<file path="src/rtl/trigger_pkg.sv">
// Shared types and default sizing for the trigger sequencer slice.
// The post-trigger delay feature is enabled by defining TRIGGER_SEQUENCER_DLY_EN.
package trigger_pkg;

  // Default sizing. Modules take these as parameter defaults and derive
  // their own index widths from whatever they are given.
  localparam int NS_DEF = 4;
  localparam int NE_DEF = 4;
  localparam int CW_DEF = 16;

  // Stage-index and event-index widths for the default sizing.
  localparam int SW_DEF = $clog2(NS_DEF);
  localparam int EW_DEF = $clog2(NE_DEF);

  // Sequencer states. DELAY is never entered when the delay feature is
  // compiled out.
  typedef enum logic [1:0] {
    IDLE  = 2'd0,
    ARMED = 2'd1,
    DELAY = 2'd2,
    DONE  = 2'd3
  } trg_state_e;

endpackage

</file>
<file path="src/rtl/trigger_sequencer_if.sv">
// Control, configuration, stimulus and status bundle of the trigger sequencer.
// The master side (capture control / bench) drives ctl_*, cfg_* and sti_*;
// the slave side (the sequencer) returns sts_*.
interface trigger_sequencer_if
  import trigger_pkg::*;
#(
  parameter int NS = NS_DEF,
  parameter int NE = NE_DEF,
  parameter int CW = CW_DEF
);
  localparam int SW = $clog2(NS);
  localparam int EW = $clog2(NE);

  logic             ctl_arm;
  logic             ctl_abort;
  logic [NS*EW-1:0] cfg_sel;
  logic [NS*CW-1:0] cfg_cnt;
  logic [SW-1:0]    cfg_lst;
  logic [CW-1:0]    cfg_dly;
  logic             sti_transfer;
  logic [NE-1:0]    sti_evt;
  logic             sts_armed;
  logic [SW-1:0]    sts_stage;
  logic             sts_trg;
  logic             sts_done;

  modport master (
    output ctl_arm, ctl_abort, cfg_sel, cfg_cnt, cfg_lst, cfg_dly,
    output sti_transfer, sti_evt,
    input  sts_armed, sts_stage, sts_trg, sts_done
  );

  modport slave (
    input  ctl_arm, ctl_abort, cfg_sel, cfg_cnt, cfg_lst, cfg_dly,
    input  sti_transfer, sti_evt,
    output sts_armed, sts_stage, sts_trg, sts_done
  );

endinterface

</file>
<file path="src/rtl/trigger_counter.sv">
// Shared hit/delay counter: clear has priority over enable, and eq reports
// whether the current count equals the compare value selected by the owner.
module trigger_counter #(
  parameter int CW = 16
) (
  input  logic          clk,
  input  logic          rst,
  input  logic          clr,
  input  logic          en,
  input  logic [CW-1:0] cmp,
  output logic          eq
);

  logic [CW-1:0] cnt_q;

  // Count register: clear wins, otherwise increment when enabled.
  // NOTE: sequential state uses <= so every flop samples pre-edge values.
  always_ff @(posedge clk or negedge rst) begin
    if (!rst) begin
      cnt_q <= '0;
    end else if (clr) begin
      cnt_q <= '0;
    end else if (en) begin
      cnt_q <= cnt_q + CW'(1);
    end
  end

  assign eq = (cnt_q == cmp);

endmodule

</file>
<file path="src/rtl/trigger_sequencer.sv">
// Multi-stage trigger sequencer: each stage waits for its selected matcher
// event to hit cnt+1 times, the last stage optionally waits dly transfers,
// then a one-cycle trigger pulse is issued.
// Optional feature macro: TRIGGER_SEQUENCER_DLY_EN (post-trigger delay).
module trigger_sequencer
  import trigger_pkg::*;
#(
  parameter int NS = NS_DEF,
  parameter int NE = NE_DEF,
  parameter int CW = CW_DEF
) (
  input logic               clk,
  input logic               rst,
  trigger_sequencer_if.slave bus
);

  localparam int SW = $clog2(NS);
  localparam int EW = $clog2(NE);

  trg_state_e    state_q, state_d;
  logic [SW-1:0] stage_q, stage_d;
  logic          armed_q, armed_d;
  logic          trg_q, trg_d;
  logic          done_q, done_d;

  // Latched configuration
  logic [EW-1:0] sel_q [NS];
  logic [CW-1:0] cnt_q [NS];
  logic [SW-1:0] lst_q;
  logic          load_cfg;

  // Counter control
  logic          ctr_clr;
  logic          ctr_en;
  logic [CW-1:0] ctr_cmp;
  logic          ctr_eq;

  logic          hit;
  logic          fire;
  logic          dly_zero;

  assign hit = bus.sti_transfer && bus.sti_evt[sel_q[stage_q]];

`ifdef TRIGGER_SEQUENCER_DLY_EN
  logic [CW-1:0] dly_q;

  // Delay length latch, written only on the arm cycle.
  always_ff @(posedge clk) begin
    if (load_cfg) begin
      dly_q <= bus.cfg_dly;
    end
  end

  assign dly_zero = (dly_q == '0);
  // In DELAY the counter holds completed transfers; the dly-th one fires.
  assign ctr_cmp  = (state_q == DELAY) ? (dly_q - CW'(1)) : cnt_q[stage_q];
`else
  assign dly_zero = 1'b1;
  assign ctr_cmp  = cnt_q[stage_q];
`endif

  // Per-stage configuration latch, written only on the arm cycle.
  // NOTE: config registers carry no reset; they are always loaded by ctl_arm
  // before any state that reads them can be reached.
  always_ff @(posedge clk) begin
    if (load_cfg) begin
      for (int k = 0; k < NS; k++) begin
        sel_q[k] <= bus.cfg_sel[k*EW +: EW];
        cnt_q[k] <= bus.cfg_cnt[k*CW +: CW];
      end
      lst_q <= bus.cfg_lst;
    end
  end

  // Single counter shared between hit counting (ARMED) and delay counting (DELAY).
  trigger_counter #(.CW(CW)) u_counter (
    .clk (clk),
    .rst (rst),
    .clr (ctr_clr),
    .en  (ctr_en),
    .cmp (ctr_cmp),
    .eq  (ctr_eq)
  );

  // State register plus registered status outputs.
  always_ff @(posedge clk or negedge rst) begin
    if (!rst) begin
      state_q <= IDLE;
      stage_q <= '0;
      armed_q <= 1'b0;
      trg_q   <= 1'b0;
      done_q  <= 1'b0;
    end else begin
      state_q <= state_d;
      stage_q <= stage_d;
      armed_q <= armed_d;
      trg_q   <= trg_d;
      done_q  <= done_d;
    end
  end

  // Next-state logic: abort beats arm, arm restarts from any state, then
  // per-state hit / delay handling.
  // NOTE: every signal gets a default first so no path infers a latch.
  always_comb begin
    state_d  = state_q;
    stage_d  = stage_q;
    ctr_clr  = 1'b0;
    ctr_en   = 1'b0;
    load_cfg = 1'b0;
    fire     = 1'b0;
    if (bus.ctl_abort) begin
      state_d = IDLE;
      stage_d = '0;
      ctr_clr = 1'b1;
    end else if (bus.ctl_arm) begin
      state_d  = ARMED;
      stage_d  = '0;
      ctr_clr  = 1'b1;
      load_cfg = 1'b1;
    end else begin
      unique case (state_q)
        ARMED: begin
          if (hit) begin
            if (ctr_eq) begin
              ctr_clr = 1'b1;
              if (stage_q != lst_q) begin
                stage_d = stage_q + SW'(1);
              end else if (dly_zero) begin
                fire    = 1'b1;
                state_d = DONE;
              end else begin
                state_d = DELAY;
              end
            end else begin
              ctr_en = 1'b1;
            end
          end
        end
`ifdef TRIGGER_SEQUENCER_DLY_EN
        DELAY: begin
          if (bus.sti_transfer) begin
            if (ctr_eq) begin
              ctr_clr = 1'b1;
              fire    = 1'b1;
              state_d = DONE;
            end else begin
              ctr_en = 1'b1;
            end
          end
        end
`endif
        default: ;
      endcase
    end
  end

  // Output decode of the next state, registered above so status is glitch-free.
  always_comb begin
    armed_d = (state_d == ARMED) || (state_d == DELAY);
    done_d  = (state_d == DONE);
    trg_d   = fire;
  end

  assign bus.sts_armed = armed_q;
  assign bus.sts_stage = stage_q;
  assign bus.sts_trg   = trg_q;
  assign bus.sts_done  = done_q;

endmodule

</file>
<file path="src/flat_wrapper.sv">
// flat-port wrapper written by rule: the top's interface ports become plain ports
module trigger_sequencer_flat import trigger_pkg::*;
#(
  parameter int NS = NS_DEF,
  parameter int NE = NE_DEF,
  parameter int CW = CW_DEF
)
  (clk, rst, bus_ctl_arm, bus_ctl_abort, bus_cfg_sel, bus_cfg_cnt, bus_cfg_lst, bus_cfg_dly, bus_sti_transfer, bus_sti_evt, bus_sts_armed, bus_sts_stage, bus_sts_trg, bus_sts_done);
  trigger_sequencer_if #(.NS(NS), .NE(NE), .CW(CW)) bus_i ();
  input logic clk;
  input logic rst;
  input wire logic [$bits(bus_i.ctl_arm)-1:0] bus_ctl_arm;
  input wire logic [$bits(bus_i.ctl_abort)-1:0] bus_ctl_abort;
  input wire logic [$bits(bus_i.cfg_sel)-1:0] bus_cfg_sel;
  input wire logic [$bits(bus_i.cfg_cnt)-1:0] bus_cfg_cnt;
  input wire logic [$bits(bus_i.cfg_lst)-1:0] bus_cfg_lst;
  input wire logic [$bits(bus_i.cfg_dly)-1:0] bus_cfg_dly;
  input wire logic [$bits(bus_i.sti_transfer)-1:0] bus_sti_transfer;
  input wire logic [$bits(bus_i.sti_evt)-1:0] bus_sti_evt;
  output wire logic [$bits(bus_i.sts_armed)-1:0] bus_sts_armed;
  output wire logic [$bits(bus_i.sts_stage)-1:0] bus_sts_stage;
  output wire logic [$bits(bus_i.sts_trg)-1:0] bus_sts_trg;
  output wire logic [$bits(bus_i.sts_done)-1:0] bus_sts_done;
  assign bus_i.ctl_arm = bus_ctl_arm;
  assign bus_i.ctl_abort = bus_ctl_abort;
  assign bus_i.cfg_sel = bus_cfg_sel;
  assign bus_i.cfg_cnt = bus_cfg_cnt;
  assign bus_i.cfg_lst = bus_cfg_lst;
  assign bus_i.cfg_dly = bus_cfg_dly;
  assign bus_i.sti_transfer = bus_sti_transfer;
  assign bus_i.sti_evt = bus_sti_evt;
  assign bus_sts_armed = bus_i.sts_armed;
  assign bus_sts_stage = bus_i.sts_stage;
  assign bus_sts_trg = bus_i.sts_trg;
  assign bus_sts_done = bus_i.sts_done;
  trigger_sequencer #(.NS(NS), .NE(NE), .CW(CW)) u_core (.clk(clk), .rst(rst), .bus(bus_i));
endmodule
</file>
<file path="config.mk">
export PLATFORM = sky130hd
export DESIGN_NAME = trigger_sequencer_flat
export DESIGN_NICKNAME = d
export VERILOG_FILES = /design/src/rtl/trigger_pkg.sv /design/src/rtl/trigger_sequencer_if.sv /design/src/rtl/trigger_counter.sv /design/src/rtl/trigger_sequencer.sv /design/src/flat_wrapper.sv
export SDC_FILE = /design/constraint.sdc
export NUM_CORES = 1
export LEC_CHECK = 0
export ABC_AREA = 0
export CAP_MARGIN = 30
export CORE_MARGIN = 5
export CORE_UTILIZATION = 49
export CTS_CLUSTER_DIAMETER = 40
export CTS_CLUSTER_SIZE = 14
export DETAILED_ROUTE_END_ITERATION = 12
export PLACE_DENSITY = 0.77
export SLEW_MARGIN = 20
export SYNTH_ARGS = -nofsm -noshare
export SYNTH_HDL_FRONTEND = slang
export SYNTH_HIERARCHICAL = 1
export SYNTH_SLANG_ARGS = --single-unit
</file>
<file path="constraint.sdc">
create_clock -name clk -period 4.7 [get_ports clk]
set_input_delay 0.47 -clock clk [delete_from_list [all_inputs] [get_ports clk]]
set_output_delay 0.47 -clock clk [all_outputs]
set_load 0.005 [all_outputs]
</file>
==> results.yml, run 1 <==
timing:
  tightest_pin_transition_ns: 0.769
  timing.final.setup_violations: 0
  timing.clock.skew_ns: 0.0105
  tns_ns: 0
  timing.final.hold_violations: 0
  period_utilisation_layout_pct: 82.8
  final.min_clock_period_ns: 3.89
  rsz_0062_raised_after_global_routing: "false"
  max_freq_mhz: 257
  slew_viol_final: 0
  timing.max_slew.rel_slack_pct: 48.7
logic_synthesis:
  ys_async_sr_fraction_pct: 23.7
  total_standard_cell_area_after_synthesis_mm2: 0.00407
  synth_enable_flop_cells: 74
  synthTopCellsByArea: "sky130_fd_sc_hd__edfxtp_1 55%, sky130_fd_sc_hd__dfrtp_1 14%, sky130_fd_sc_hd__mux4_2 10%"
  synth_top_family_by_area: "multiplexers"
  yosysWarningCount: 6
  ys_top_cells_by_count: "74 x sky130_fd_sc_hd__edfxtp_1, 24 x sky130_fd_sc_hd__xnor2_1, 23 x sky130_fd_sc_hd__dfrtp_1"
  synth_top_cell_area_share_pct: 54.6
  synth_cells: 239
  postSynthNetCount: 340
  synth_simple_gate_area_share_pct: 8.58
  synth_mux_area_share_pct: 11.4
  synth_most_common_cell: "sky130_fd_sc_hd__edfxtp_1"
  syn_avg_cell_area_um2: 17.0
  netlist.top_cell.by_area: "sky130_fd_sc_hd__edfxtp_1"
  synth-main-ff-cell: "sky130_fd_sc_hd__edfxtp_1"
  synth_adder_area_share_pct: 0.615
  yosysSeqAreaShare_pct: 68.8
  synth_xor_area_share_pct: 6.46
  synth-compound-area-share_pct: 2.34
  ys_seq_elements: 97
  ys_types: 39
placement:
  io_buffer_count: 87
  dpl-instance-area_mm2: 0.00507
  routabilityCongestion: 0.826
  dp_cells: 426
  detailedPlacementHpwl_mm: 5.58
pwr:
  power.static_leakage_nw: 1.79
  vdd.ir_drop.worst_mv: 0.232
  power.total_mw: 1.59
  power_density_mw_per_mm2: 304
cts:
  clock-sinks: 97
  clkLatencyLatePin_ns: 0.35
  cts.root.buffer_cell: "sky130_fd_sc_hd__clkbuf_8"
  post_cts_buffers: 0
  ctsResizeCount: 0
  cts_inserted_buffers: 9
  htreeDepth: 3
  cts.path.max_buffers: 2
  tritoncts: "done"
  postCtsHoldBufs: 0
  clk_pin_slew_worst_paths_ns: 0.09
routing:
  viasPerCell: 5.22
  drcViolationCount: 0
  number_of_optimization_iterations_in_the_first_detailed_route_pass: 4
  wirelength_mm: 7.50
  route.vias.total: 2309
  ant_nets: 0
  wl_per_cell_um: 17.0
  drt_first_iter_violations: 105
worst_setup_path:
  critical_path_peak_fanout: 19
  start_kind: "register"
  cp-end-kind: "register"
  timing.critical_path.slowest_stage_cell: "sky130_fd_sc_hd__nor4_1"
  reg2reg_depth: 12
  cp_cell_sequence: "buf_4 -> mux4_2 -> xnor2_1 -> nand4_1 -> nor4_1 -> nand2b_1 -> o21ai_1 -> buf_4 -> o2111ai_4 -> nor4_1 -> xnor2_1 -> nor2_1"
  worstPathRequired_ns: 4.94
  worstReg2RegStart: "u_core/bus.sts_stage[1]"
  critical_path.max_stage_delay_ns: 0.65
  worst-setup-path-type: "register to register"
  cpLargestDelayFamily: "simple AND/OR/NAND/NOR gates"
  critical_path_arrival_ns: 4.13
  destination_of_the_worst_register_to_register_timing_path: "u_core/u_counter/cnt_q[15]"
  timing.critical_path.buf_inv: 2
  worst-r2r-setup-slack_ns: 0.81
run_status:
  run_status: "completed"
die:
  std_cell_rows: 33
  fp.dieArea_mm2: 0.0102
  core_area_mm2: 0.00813
  die_h_um: 101
  die_width_um: 101
  initial_core_util_pct: 50.0
  top_level_ports: 104
finish:
  final_nets: 433
  drive_gt1_share_pct: 15.1
  stdcell_area_mm2: 0.00524
  areaGrowthSynthToFinish_pct: 28.8
  antenna-diode-count: 0
  final_cell_count_no_fill: 442
min_path:
  worst_hold_path_type: "primary input to asynchronous set/reset pin"
grt:
  global_route_wire_length_before_repair_mm: 12.6
  first_global_vias: 2570
  track_usage_pct: 16.3
  grt_start_max_net_pins: 63
  grt_antenna_before_repair: 0
  grt_overflow: 0
flow_run:
  maximum_capacitance_violations: 0
sequential cells by signal, indices dropped and copies added (netlist names):
name / count
u_core/u_counter/cnt_q: 16
u_core/bus.sts_done: 1
u_core/bus.sts_armed: 1
u_core/cnt_q: 64
u_core/bus.sts_trg: 1
u_core/lst_q: 2
u_core/state_q: 2
u_core/bus.sts_stage: 2
u_core/sel_q: 8
metal layers:
layer,GRT usage [%],share of wire [%]
met1,20.1,40
met2,27.4,53
met3,4.29,5.0
met4,6.03,1.5
met5,0,0
cell type report:
| class | count | area, µm² |
|---|---|---|
| clock inverters | 6 | 42.5 |
| flip-flops and latches | 97 | 2800 |
| clock buffers | 10 | 128 |
| multi-input cells | 128 | 1200 |
| well taps | 105 | 131 |
| inverters | 2 | 7.51 |
| repair buffers | 94 | 927 |
| fillers | 585 | 2900 |
worst register-to-register path, stage by stage (launching register included):
cell	delay, ns
sky130_fd_sc_hd__dfrtp_1	0.50
sky130_fd_sc_hd__buf_4	0.33
sky130_fd_sc_hd__mux4_2	0.36
sky130_fd_sc_hd__xnor2_1	0.20
sky130_fd_sc_hd__nand4_1	0.14
sky130_fd_sc_hd__nor4_1	0.65
sky130_fd_sc_hd__nand2b_1	0.21
sky130_fd_sc_hd__o21ai_1	0.18
sky130_fd_sc_hd__buf_4	0.28
sky130_fd_sc_hd__o2111ai_4	0.24
sky130_fd_sc_hd__nor4_1	0.47
sky130_fd_sc_hd__xnor2_1	0.17
sky130_fd_sc_hd__nor2_1	0.05
cells in the final DEF, fill, tap and decap left out, drive strengths merged, types with 3 or more instances in the layout:
master / Yosys / layout
a21oi: 3 / 3
xnor2: 24 / 24
buf: 10 / 7
nand3: 4 / 4
mux4: 18 / 18
edfxtp: 74 / 74
clkinv: 0 / 3
xor2: 6 / 6
nor4: 6 / 6
clkbuf: 2 / 10
nor3: 5 / 5
clkdlybuf4s50: 0 / 87
nand2: 8 / 8
o21ai: 3 / 3
nor2: 21 / 21
dfrtp: 23 / 23
inv: 2 / 3
nand4: 9 / 9
mux2i: 4 / 4
through the flow:
step           setup slack [ns]  hold WS [ns]  utilization [%]
5_1_grt                   0.628         0.575             64.4
4_1_cts                   0.831         0.532             64.4
3_3_place_gp              0.911         0.571             62.2
6_report                  0.809         0.527             64.4
2_1_floorplan             0.411         0.174                -
3_5_place_dp              0.863         0.564             62.3
worst max-delay path by stage:
stage / from / to / slack (ns) / depth (start not counted)
6_report: u_core/bus.sts_stage[1] / u_core/u_counter/cnt_q[15] / 0.81 / 12
3_3_place_gp: u_core/bus.sts_stage[1] / u_core/u_counter/cnt_q[15] / 0.91 / 12
4_1_cts: u_core/bus.sts_stage[1] / u_core/u_counter/cnt_q[15] / 0.83 / 12
2_1_floorplan: bus_ctl_abort / u_core/cnt_q[0][0] / 0.41 / 1
3_5_place_dp: u_core/bus.sts_stage[1] / u_core/u_counter/cnt_q[15] / 0.86 / 12
5_1_grt: u_core/bus.sts_stage[1] / u_core/u_counter/cnt_q[13] / 0.63 / 12
cell families (layout without fill, tap and decap cells):
| group | count (synthesis) | count (layout) |
|---|---|---|
| AND/OR/NAND/NOR | 61 | 61 |
| adder cells (fa/ha/maj) | 2 | 2 |
| XOR/XNOR | 30 | 30 |
| flip-flops | 97 | 97 |
| multiplexers | 23 | 23 |
| buffers and inverters | 14 | 112 |
| AO/OA/AOI/OAI | 12 | 12 |
report_power, final:
part | internal (mW) | switching, mW
sequential | 0.974 | 0.0109
combinational | 0.0856 | 0.0459
clock | 0.194 | 0.284
total | 1.25 | 0.340
(Power assumes the default switching activity.)
==> inputs of run 2 (changes only) <==
Clock period 4.7 ns to 3.9 ns, I/O delays scaled along.
==> results.yml, run 2 (synthesis gave the netlist of run 1 again) <==
run_status:
  run_status: "completed"
worst_setup_path:
  worstReg2RegStart: "u_core/bus.sts_stage[0]"
  worstPathRequired_ns: 4.15
  critical_path_arrival_ns: 3.79
  timing.critical_path.slowest_stage_cell: "sky130_fd_sc_hd__mux4_2"
  cp_cell_sequence: "buf_12 -> mux4_2 -> xnor2_1 -> nand4_1 -> nor4_1 -> buf_4 -> nand2b_1 -> o21ai_1 -> o211ai_1 -> nor4_4 -> nand3_2 -> mux2_4"
  start_kind: "register"
  critical_path_peak_fanout: 24
  cp-end-kind: "register"
  destination_of_the_worst_register_to_register_timing_path: "u_core/u_counter/cnt_q[14]"
  reg2reg_depth: 12
  worst-r2r-setup-slack_ns: 0.35
  critical_path.max_stage_delay_ns: 0.53
  worst-setup-path-type: "register to register"
die:
  die_width_um: 101
  die_h_um: 101
  std_cell_rows: 33
  fp.dieArea_mm2: 0.0102
  initial_core_util_pct: 50.0
  core_area_mm2: 0.00813
  top_level_ports: 104
timing:
  timing.clock.skew_ns: 0.00495
  slew_viol_final: 0
  tns_ns: 0
  final.min_clock_period_ns: 3.55
  period_utilisation_layout_pct: 90.9
  timing.final.hold_violations: 0
  tightest_pin_transition_ns: 0.602
  rsz_0062_raised_after_global_routing: "false"
  timing.final.setup_violations: 0
  max_freq_mhz: 282
  timing.max_slew.rel_slack_pct: 59.8
finish:
  layout.cells.most_common: "sky130_fd_sc_hd__clkdlybuf4s50_1"
  final_util_pct: 65.2
  final_nets: 434
  antenna-diode-count: 0
  drive_gt1_share_pct: 15.1
  largest_reg_flops: 64
  max_flop_register: "u_core/cnt_q"
  stdcell_area_mm2: 0.00530
  most_frequent_cells_in_the_layout: "87 x sky130_fd_sc_hd__clkdlybuf4s50_1, 74 x sky130_fd_sc_hd__edfxtp_1, 24 x sky130_fd_sc_hd__xnor2_1"
  reg_top3: "u_core/cnt_q (64), u_core/u_counter/cnt_q (16), u_core/sel_q (8)"
  areaGrowthSynthToFinish_pct: 30.3
  layout.filler_cells: 573
grt:
  first_global_vias: 2494
  grt_antenna_before_repair: 0
  grt_start_max_net_pins: 59
  global_route_wire_length_before_repair_mm: 12.3
  track_usage_pct: 16.1
  grt_overflow: 0
flow_run:
  maximum_capacitance_violations: 0
cts:
  htreeDepth: 3
  ctsResizeCount: 0
  cts.path.max_buffers: 2
  cts.root.buffer_cell: "sky130_fd_sc_hd__clkbuf_8"
  clk_pin_slew_worst_paths_ns: 0.09
  clkLatencyLatePin_ns: 0.36
  post_cts_buffers: 0
  cts_inserted_buffers: 9
  tritoncts: "done"
  postCtsHoldBufs: 0
  clock-sinks: 97
placement:
  dpl-instance-area_mm2: 0.00510
  routabilityCongestion: 0.810
  io_buffer_count: 87
  detailedPlacementHpwl_mm: 5.48
routing:
  viasPerCell: 5.17
  ant_nets: 0
  drcViolationCount: 0
  wl_per_cell_um: 16.9
  route.vias.total: 2289
  wirelength_mm: 7.48
  drt_first_iter_violations: 119
  number_of_optimization_iterations_in_the_first_detailed_route_pass: 4
pwr:
  power_density_mw_per_mm2: 377
  vdd.ir_drop.worst_mv: 0.194
  power.static_leakage_nw: 1.81
min_path:
  worst_hold_path_type: "primary input to asynchronous set/reset pin"
==> run 2: changes by cell type in the layout (fill, tap and decap cells not counted) <==
cell	delta
sky130_fd_sc_hd__buf_6	-1
sky130_fd_sc_hd__clkinv_2	-2
sky130_fd_sc_hd__buf_8	+1
sky130_fd_sc_hd__clkbuf_1	+1
sky130_fd_sc_hd__bufinv_16	+1
sky130_fd_sc_hd__inv_8	+1
sky130_fd_sc_hd__buf_4	-1
sky130_fd_sc_hd__inv_6	-1
sky130_fd_sc_hd__buf_12	+2
==> run 2: layout make-up <==
type                            count  area, µm²  area share (%)
Sequential cell                    97       2800            52.8
Inverter                            2       7.51           0.142
Tap cell                          105        131            2.48
Clock inverter                      5       65.1            1.23
Clock buffer                       11        131            2.48
Multi-Input combinational cell    128       1200            22.7
Timing Repair Buffer               95        963            18.2
==> run 2: per-stage QoR <==
step                      hold slack (ns)  power (mW)  worst slack, ns  std cells
final                               0.404        2.00            0.353        443
after global routing                0.440        2.08           0.0697        443
after CTS                           0.398        2.02            0.352        443
after detailed placement            0.601        1.37            0.359        427
after global placement              0.591        1.36            0.333        426
after floorplan                    0.0944        1.26            0.540        239
==> run 2: power by group <==
| group | internal (mW) | switching, mW |
|---|---|---|
| sequential | 1.17 | 0.0137 |
| combinational | 0.106 | 0.0550 |
| clock | 0.303 | 0.345 |
| total | 1.58 | 0.414 |
==> run 2: metal layers <==
metal / global-route usage [%] / wire length (µm)
met5: 0 / 0
met4: 6.75 / 139
met1: 21.3 / 3070
met3: 3.88 / 378
met2: 25.6 / 3900
==> run 2: worst max-delay path by stage <==
stage | startpoint | endpoint | cells past startpoint
floorplan | u_core/bus.sts_stage[1] | u_core/u_counter/cnt_q[14] | 13
global placement | u_core/bus.sts_stage[0] | u_core/u_counter/cnt_q[14] | 12
detailed placement | u_core/bus.sts_stage[0] | u_core/u_counter/cnt_q[14] | 12
CTS | u_core/bus.sts_stage[0] | u_core/u_counter/cnt_q[14] | 12
global route | u_core/bus.sts_stage[0] | u_core/u_counter/cnt_q[15] | 12
finish | u_core/bus.sts_stage[0] | u_core/u_counter/cnt_q[14] | 12
==> run 2: critical path: cells and delay by family (launching register included) <==
kind            cells  cell delay (ns)
compound gates      2             0.60
buf+inv             2             0.42
xor+xnor            1             0.21
simple gates        5             0.97
flops               1             0.39
mux                 2             0.83
